### src/rtl/rr_arb_pkg.sv
// Shared types and helpers for the round-robin beat arbiter.
//   arb_state_e : arbitration FSM states (free arbitration / packet locked)
//   wrap_inc    : channel index increment that wraps at the channel count
package rr_arb_pkg;

  typedef enum logic [0:0] {
    StArb,
    StLocked
  } arb_state_e;

  // Works for any channel count, including non-powers of two.
  function automatic int unsigned wrap_inc(input int unsigned idx, input int unsigned n);
    return (idx + 32'd1 >= n) ? 32'd0 : idx + 32'd1;
  endfunction

endpackage

### src/rtl/rr_prio_pick.sv
// Combinational round-robin picker.
//   req         : per-channel request vector
//   last_served : channel that most recently finished a packet
//   grant_oh    : one-hot grant, first requester above last_served (wrapping)
//   grant_idx   : index of the granted channel
//   any_valid   : at least one channel is requesting
module rr_prio_pick
  import rr_arb_pkg::*;
#(
  parameter int unsigned NUM_CH = 2,
  localparam int unsigned ID_W = $clog2(NUM_CH)
) (
  input  logic [NUM_CH-1:0] req,
  input  logic [ID_W-1:0]   last_served,
  output logic [NUM_CH-1:0] grant_oh,
  output logic [ID_W-1:0]   grant_idx,
  output logic              any_valid
);

  logic [ID_W-1:0] idx;

  always_comb begin
    grant_oh  = '0;
    grant_idx = '0;
    any_valid = 1'b0;
    idx       = ID_W'(wrap_inc(32'(last_served), NUM_CH));
    for (int k = 0; k < NUM_CH; k++) begin
      if (!any_valid && req[idx]) begin
        any_valid     = 1'b1;
        grant_oh[idx] = 1'b1;
        grant_idx     = idx;
      end
      idx = ID_W'(wrap_inc(32'(idx), NUM_CH));
    end
  end

endmodule

### src/rtl/rr_beat_arbiter.sv
// N-channel round-robin arbiter merging valid/ready streams into one registered
// output stream. Multi-beat packets lock the grant until their last beat, and
// fairness advances per packet.
//   clk, rst             : clock, synchronous active-high reset
//   in_valid/data/last   : per-channel request streams (data packed per channel)
//   in_ready             : per-channel accept, at most one bit high
//   out_valid/data/last  : registered output beat
//   out_id               : source channel of the output beat
//   out_ready            : downstream accept
module rr_beat_arbiter
  import rr_arb_pkg::*;
#(
  parameter int unsigned NUM_CH = 2,
  parameter int unsigned DATA_W = 64,
  localparam int unsigned ID_W = $clog2(NUM_CH)
) (
  input  logic                     clk,
  input  logic                     rst,
  input  logic [NUM_CH-1:0]        in_valid,
  input  logic [NUM_CH*DATA_W-1:0] in_data,
  input  logic [NUM_CH-1:0]        in_last,
  output logic [NUM_CH-1:0]        in_ready,
  output logic                     out_valid,
  output logic [DATA_W-1:0]        out_data,
  output logic                     out_last,
  output logic [ID_W-1:0]          out_id,
  input  logic                     out_ready
);

  arb_state_e      state_q, state_d;
  logic [ID_W-1:0] locked_q, locked_d;
  logic [ID_W-1:0] last_q, last_d;

  logic              out_valid_q, out_valid_d;
  logic [DATA_W-1:0] out_data_q, out_data_d;
  logic              out_last_q, out_last_d;
  logic [ID_W-1:0]   out_id_q, out_id_d;

  logic [NUM_CH-1:0] pick_oh;
  logic [ID_W-1:0]   pick_idx;
  logic              pick_any;

  logic [NUM_CH-1:0] grant_oh;
  logic [ID_W-1:0]   grant_idx;
  logic              slot_free;
  logic              accept;

  logic [DATA_W-1:0] ch_data [NUM_CH];

  for (genvar g = 0; g < NUM_CH; g++) begin : g_unpack
    assign ch_data[g] = in_data[g*DATA_W +: DATA_W];
  end

  rr_prio_pick #(
    .NUM_CH (NUM_CH)
  ) u_pick (
    .req         (in_valid),
    .last_served (last_q),
    .grant_oh    (pick_oh),
    .grant_idx   (pick_idx),
    .any_valid   (pick_any)
  );

  assign slot_free = !out_valid_q || out_ready;
  assign accept    = |in_ready;

  // State register
  always_ff @(posedge clk) begin
    if (rst) begin
      state_q     <= StArb;
      locked_q    <= '0;
      last_q      <= ID_W'(NUM_CH - 1);
      out_valid_q <= 1'b0;
      out_data_q  <= '0;
      out_last_q  <= 1'b0;
      out_id_q    <= '0;
    end else begin
      state_q     <= state_d;
      locked_q    <= locked_d;
      last_q      <= last_d;
      out_valid_q <= out_valid_d;
      out_data_q  <= out_data_d;
      out_last_q  <= out_last_d;
      out_id_q    <= out_id_d;
    end
  end

  // Next-state: lock on a non-last beat, release and advance fairness on a last beat
  always_comb begin
    state_d     = state_q;
    locked_d    = locked_q;
    last_d      = last_q;
    out_valid_d = out_valid_q && !out_ready;
    out_data_d  = out_data_q;
    out_last_d  = out_last_q;
    out_id_d    = out_id_q;
    if (accept) begin
      out_valid_d = 1'b1;
      out_data_d  = ch_data[grant_idx];
      out_last_d  = in_last[grant_idx];
      out_id_d    = grant_idx;
      unique case (state_q)
        StArb: begin
          if (in_last[grant_idx]) begin
            last_d = grant_idx;
          end else begin
            state_d  = StLocked;
            locked_d = grant_idx;
          end
        end
        StLocked: begin
          if (in_last[grant_idx]) begin
            state_d = StArb;
            last_d  = grant_idx;
          end
        end
        default: state_d = StArb;
      endcase
    end
  end

  // Outputs: grant selection and per-channel ready
  always_comb begin
    grant_oh  = pick_any ? pick_oh : '0;
    grant_idx = pick_idx;
    if (state_q == StLocked) begin
      // Held even if the locked channel drops valid mid-packet
      grant_oh  = NUM_CH'(1) << locked_q;
      grant_idx = locked_q;
    end
    in_ready = '0;
    if (!rst && slot_free) begin
      in_ready = grant_oh & in_valid;
    end
  end

  assign out_valid = out_valid_q;
  assign out_data  = out_data_q;
  assign out_last  = out_last_q;
  assign out_id    = out_id_q;

endmodule

### config.mk
export PLATFORM = sky130hd
export DESIGN_NAME = rr_beat_arbiter
export DESIGN_NICKNAME = d
export VERILOG_FILES = /design/src/rtl/rr_arb_pkg.sv /design/src/rtl/rr_prio_pick.sv /design/src/rtl/rr_beat_arbiter.sv
export SDC_FILE = /design/constraint.sdc
export NUM_CORES = 1
export LEC_CHECK = 0
export ABC_CLOCK_PERIOD_IN_PS = 3500
export CAP_MARGIN = 40
export CORE_AREA = 2 2 79 81
export DETAILED_ROUTE_END_ITERATION = 7
export DIE_AREA = 0 0 81 83
export DONT_BUFFER_PORTS = 1
export GPL_TIMING_DRIVEN = 0
export PLACE_DENSITY_LB_ADDON = 0.25
export SLEW_MARGIN = 20
export SYNTH_ARGS = -nofsm -noshare
export SYNTH_HDL_FRONTEND = slang
export SYNTH_HIERARCHICAL = 1
export SYNTH_SLANG_ARGS = --single-unit
### constraint.sdc
create_clock -name clk -period 3.5 [get_ports clk]
set_input_delay 0.875 -clock clk [delete_from_list [all_inputs] [get_ports clk]]
set_output_delay 0.875 -clock clk [all_outputs]
set_load 0.1 [all_outputs]
Word-level counts from Yosys, hierarchy flattened
Index checks and enable logic that the tools add are counted.
{ "word_totals": {"ff_bits": 70, "inputBits": 135, "output_inout_bits": 69, "wordCells": 64} }
{ "classes": {"addsub": 2, "n_lt_le_gt_ge": 8, "shifts": 1, "mux": 28, "n_bitwise": 5, "n_reduce_logical": 13} }
{ "ops": {"columns": ["cell", "n"], "rows": [
  ["two-way mux 64 bit", 3],
  ["two-way mux 1 bit", 18],
  ["two-way mux 2 bit", 5],
  [">= comparator 2 bit (second input constant)", 3],
  ["less-than comparator 1 x 2 -> 1 bit (second input constant)", 3],
  ["logical AND 1 bit", 5],
  ["adder 1 x 1 -> 2 bit (second input constant)", 2],
  ["logical NOT 1 bit", 4],
  ["AND reduction 3 bit", 1],
  ["AND 2 bit", 1],
  ["demux 1 bit (select 1 bit)", 2],
  [">= comparator 1 bit (second input constant)", 2],
  ["inverter 1 bit", 2],
  ["inverter 1 -> 2 bit", 1],
  ["bitwise OR 2 bit", 1],
  ["AND reduction 2 bit", 1],
  ["OR reduction 2 bit", 1],
  ["<< shifter 1 x 1 -> 2 bit (first input constant)", 1],
  ["logical OR 1 bit", 1]
]} }

Logic depth before layout (Yosys ltp)
{ "depth": {"word_depth": 18, "depth_mapped": 8, "depth_no_buf": 7} }

By module
The synthesis kept the hierarchy.
{ "by_module_without_submodules": {"columns": ["module", "n_inst", "cells_per_inst", "area_each_um2"], "rows": [
  ["rr_beat_arbiter", 1, 320, 3234.4],
  ["rr_prio_pick", 1, 5, 32.5]
]} }

Least setup slack after synthesis
OpenSTA, ideal clock, no wires.
{ "synth_path": {"kind": "input-to-output", "start": "input port in_valid[1]", "end": "output port in_ready[1]", "arrival_time_ps": 2581, "required_time_ps": 2625, "slack_ps": 44, "stages": 4, "n_path_buf": 0, "cell_sequence": "a21boi_0 -> and4b_1 -> a31oi_4 -> nor2_1"} }
{ "synth_via": {"elab_chain_len": 10} }
{ "synth_rtl": {"columns": ["item", "line_no", "rtl"], "rows": [
  ["from (decl)", "rr_beat_arbiter.sv:19", "input logic [NUM_CH-1:0] in_valid,"],
  ["two-way mux 1 bit (implied by the code) (2 in a row)", "rr_prio_pick.sv:28", "if (!any_valid && req[idx]) begin"],
  ["two-way mux 1 bit", "rr_prio_pick.sv:28", null],
  ["logical NOT 1 bit", "rr_prio_pick.sv:28", null],
  ["logical AND 1 bit", "rr_prio_pick.sv:28", null],
  ["two-way mux 2 bit / two-way mux 1 bit (equally long branches)", "rr_prio_pick.sv:28", null],
  ["two-way mux 2 bit", "rr_beat_arbiter.sv:124", "grant_oh = pick_any ? pick_oh : '0;"],
  ["two-way mux 2 bit", "rr_beat_arbiter.sv:126", "if (state_q == StLocked) begin"],
  ["AND 2 bit (*)", "rr_beat_arbiter.sv:133", "in_ready = grant_oh & in_valid;"],
  ["two-way mux 2 bit (*)", "rr_beat_arbiter.sv:132", "if (!rst && slot_free) begin"],
  ["to (decl)", "rr_beat_arbiter.sv:22", "output logic [NUM_CH-1:0] in_ready,"]
]} }
Every way passes the cells marked *; elsewhere a longest branch is shown, timed or not. The select of a mux whose other input is x is not followed.

Worst setup path in the final report
{ "layout_path": {"start": "input port rst", "end": "output port in_ready[1]"} }
{ "layout_via": {"elab_chain_len": 3} }
{ "layout_rtl": {"columns": ["item", "line_no", "rtl"], "rows": [
  ["from (decl)", "rr_beat_arbiter.sv:18", "input logic rst,"],
  ["logical NOT 1 bit", "rr_beat_arbiter.sv:132", null],
  ["logical AND 1 bit", "rr_beat_arbiter.sv:132", null],
  ["two-way mux 2 bit", "rr_beat_arbiter.sv:132", null]
]} }
No other way between the ends.

==> reports/qor.csv <==
metric,value,unit
crit_required,2.62,ns
drive_gt1_share,28.8,%
cp-start-kind,input pin,
status,"complete, no violations",
clk_path_buf_depth,2,
synth_seq_area_share,42.9,%
synthCells,325,
whs_path_depth,2,
first_iter_violations,125,
antenna_found_initial,0,
r2r-start,last_q$_SDFFE_PP1P_,
avgSynthCellArea,10.1,sq um
core,0.00582,sq mm
dpl.hpwl,7400,um
routabilityCongestion,0.780,
holdBufCountCts,0,
synth_top_area_share,42.9,%
ctsRootBufferMaster,clkbuf_8,
track_usage,28.1,%
p_per_area,527,mW/mm^2
clock_skew,0.00732,ns
cts_tree,yes,
grt-ovfl-total,0,
crit_type,in2out,
worstMarginPinSlew,0.510,ns
syn_to_final_growth,43.5,%
power,0.00247,W
post-route-period-util,76.2,%
setup_viol,0,
clk_latency,0.33,ns
synthArstFlopShare,0,%
synth_largest_area_cell,dfxtp_1,
die_w,81,um
route.detailed.drc,0,
ys_seq_elements,70,
leakage,2.05,nW
synth-edff-count,0,
netlist_area,0.00327,sq mm
endpoint_kind,output pin,
routedWlPerCell,19.7,um
h-tree-depth,3,
grt_max_degree,12,
ys.flop_type,dfxtp_1,
slew_viol_final,0,
critPathArrivalTime,1.79,ns
final_nets,540,
slew_headroom,66.0,%
synth.most_common_cell,dfxtp_1,
cts_setup_buffers,0,
ys_types,29,
first_global_vias,2969,
hp-class,reg2reg,
maxCapViolCount,0,
timing.rr.end,out_data[40]$_SDFFE_PP0P_,
path_max_fanout,8,
grt_pass1_wl,14600,um
fin_util,80.6,%
clk_pin_slew,0.07,ns
synthTopCellsByArea,"dfxtp_1 43%, mux2i_1 20%, a211oi_1 14%, nor2_1 7.9%, buf_6 3.4%",
reg2reg_slack,1.55,ns
netlist_top_cells_count,"70 x dfxtp_1, 69 x nor2_1, 66 x mux2i_1",
first_pass_iters,4,
via_per_inst,5.86,
syn-num-nets,460,
finalHoldViolCount,0,
period_needed,2.67,ns
start_util,56.2,%
cts.sinks,70,
vias,2844,
fmax,0.375,GHz
pin_count,204,
chipHeight,83,um
dieArea,0.00672,sq mm
ys_warn_count,6,
rows,28,
min_to,out_data[3]$_SDFFE_PP0P_,
hold_start,out_data[3]$_SDFFE_PP0P_,
ir_worst_vdd,0.324,mV
port-buffer-count,0,
wirelength,9530,um
r2r_cells,6,
rsz0062_at_grt,no,
ant_nets,0,
numCtsBuffers,9,
ctsResizeCount,0,
diodes,0,
power breakdown:
| part | total (W) | switching (W) | leakage, nW | internal, W |
|---|---|---|---|---|
| Sequential | 0.000917 | 0.0000601 | 0.573 | 0.000857 |
| Combinational | 0.000899 | 0.000609 | 1.37 | 0.000289 |
| Clock | 0.000654 | 0.000289 | 0.106 | 0.000365 |
| Total | 0.00247 | 0.000959 | 2.05 | 0.00151 |
metrics by stage:
| stage | hold slack, ns | cell area, sq um | setup slack, ns | std cells | setup TNS (ns) |
|---|---|---|---|---|---|
| 2_1_floorplan | 0.493 | 3270 | 0.0442 | 325 | 0 |
| 3_3_place_gp | 0.535 | 3360 | -0.117 | 400 | -0.232 |
| 3_5_place_dp | 0.517 | 4490 | 0.805 | 469 | 0 |
| 4_1_cts | 0.526 | 4690 | 0.800 | 485 | 0 |
| 5_1_grt | 0.554 | 4690 | 0.781 | 485 | 0 |
| 6_report | 0.525 | 4690 | 0.833 | 485 | 0 |
final cells by class:
type / count / area (sq um)
inverter: 1 / 3.75
timing repair buffer: 69 / 1120
tap: 75 / 93.8
sequential: 70 / 1400
buffer: 30 / 218
clock inverter: 4 / 45.0
fill: 348 / 1130
clock buffer: 12 / 155
multi-input combinational: 224 / 1650
worst max-delay path: stages:
cell and delay [ns]:
buf_1 0.34, nand2b_1 0.31, nor2_2 0.09, buf_8 0.18
per-layer routing:
metal | up-vias | share of wire (%) | GRT usage, % | wire [um]
li1 | 1336 | - | - | -
met1 | 1323 | 36 | 27.8 | 3400
met2 | 165 | 54 | 53.0 | 5120
met3 | 20 | 8.4 | 8.15 | 800
met4 | 0 | 2.2 | 11.1 | 214
met5 | - | 0 | 0 | 0
logic make-up after synthesis:
family	count (synthesis)	share of synthesized area, %
simple gates	80	10.3
compound gates	77	19.1
flops	70	42.9
mux	67	20.9
buf+inv	31	6.78
state kept, by name, summed over array words and instances (netlist names):
register,cells
out_last,1
last_q,1
state_q,1
out_valid,1
locked_q,1
out_id,1
out_data,64
how the worst max path moves through the flow:
stage / from / endpoint / slack, ns / cells after the start
2_1_floorplan: in_valid[1] / in_ready[1] / 0.04 / 4
3_3_place_gp: rst / in_ready[1] / -0.12 / 3
3_5_place_dp: rst / in_ready[1] / 0.81 / 4
4_1_cts: rst / in_ready[1] / 0.80 / 4
5_1_grt: rst / in_ready[1] / 0.78 / 4
6_report: rst / in_ready[1] / 0.83 / 4
placed cells by master (no fill, tap or decap), types with 2 or more instances in the layout:
| master | synthesis | routed |
|---|---|---|
| buf_2 | 6 | 6 |
| buf_6 | 10 | 10 |
| a211oi_1 | 61 | 61 |
| a21boi_0 | 2 | 2 |
| buf_4 | 6 | 6 |
| clkbuf_1 | 7 | 8 |
| buf_8 | 0 | 62 |
| nor2_1 | 69 | 67 |
| clkbuf_8 | 0 | 11 |
| mux2i_1 | 66 | 66 |
| nand2b_1 | 3 | 3 |
| dfxtp_1 | 70 | 70 |
| nor2b_1 | 2 | 2 |
| a211oi_2 | 5 | 5 |
| a21oi_1 | 2 | 2 |
| clkinv_2 | 0 | 3 |
| buf_16 | 0 | 7 |
| nor2_2 | 0 | 2 |
Power figures use the tool's default switching activity.
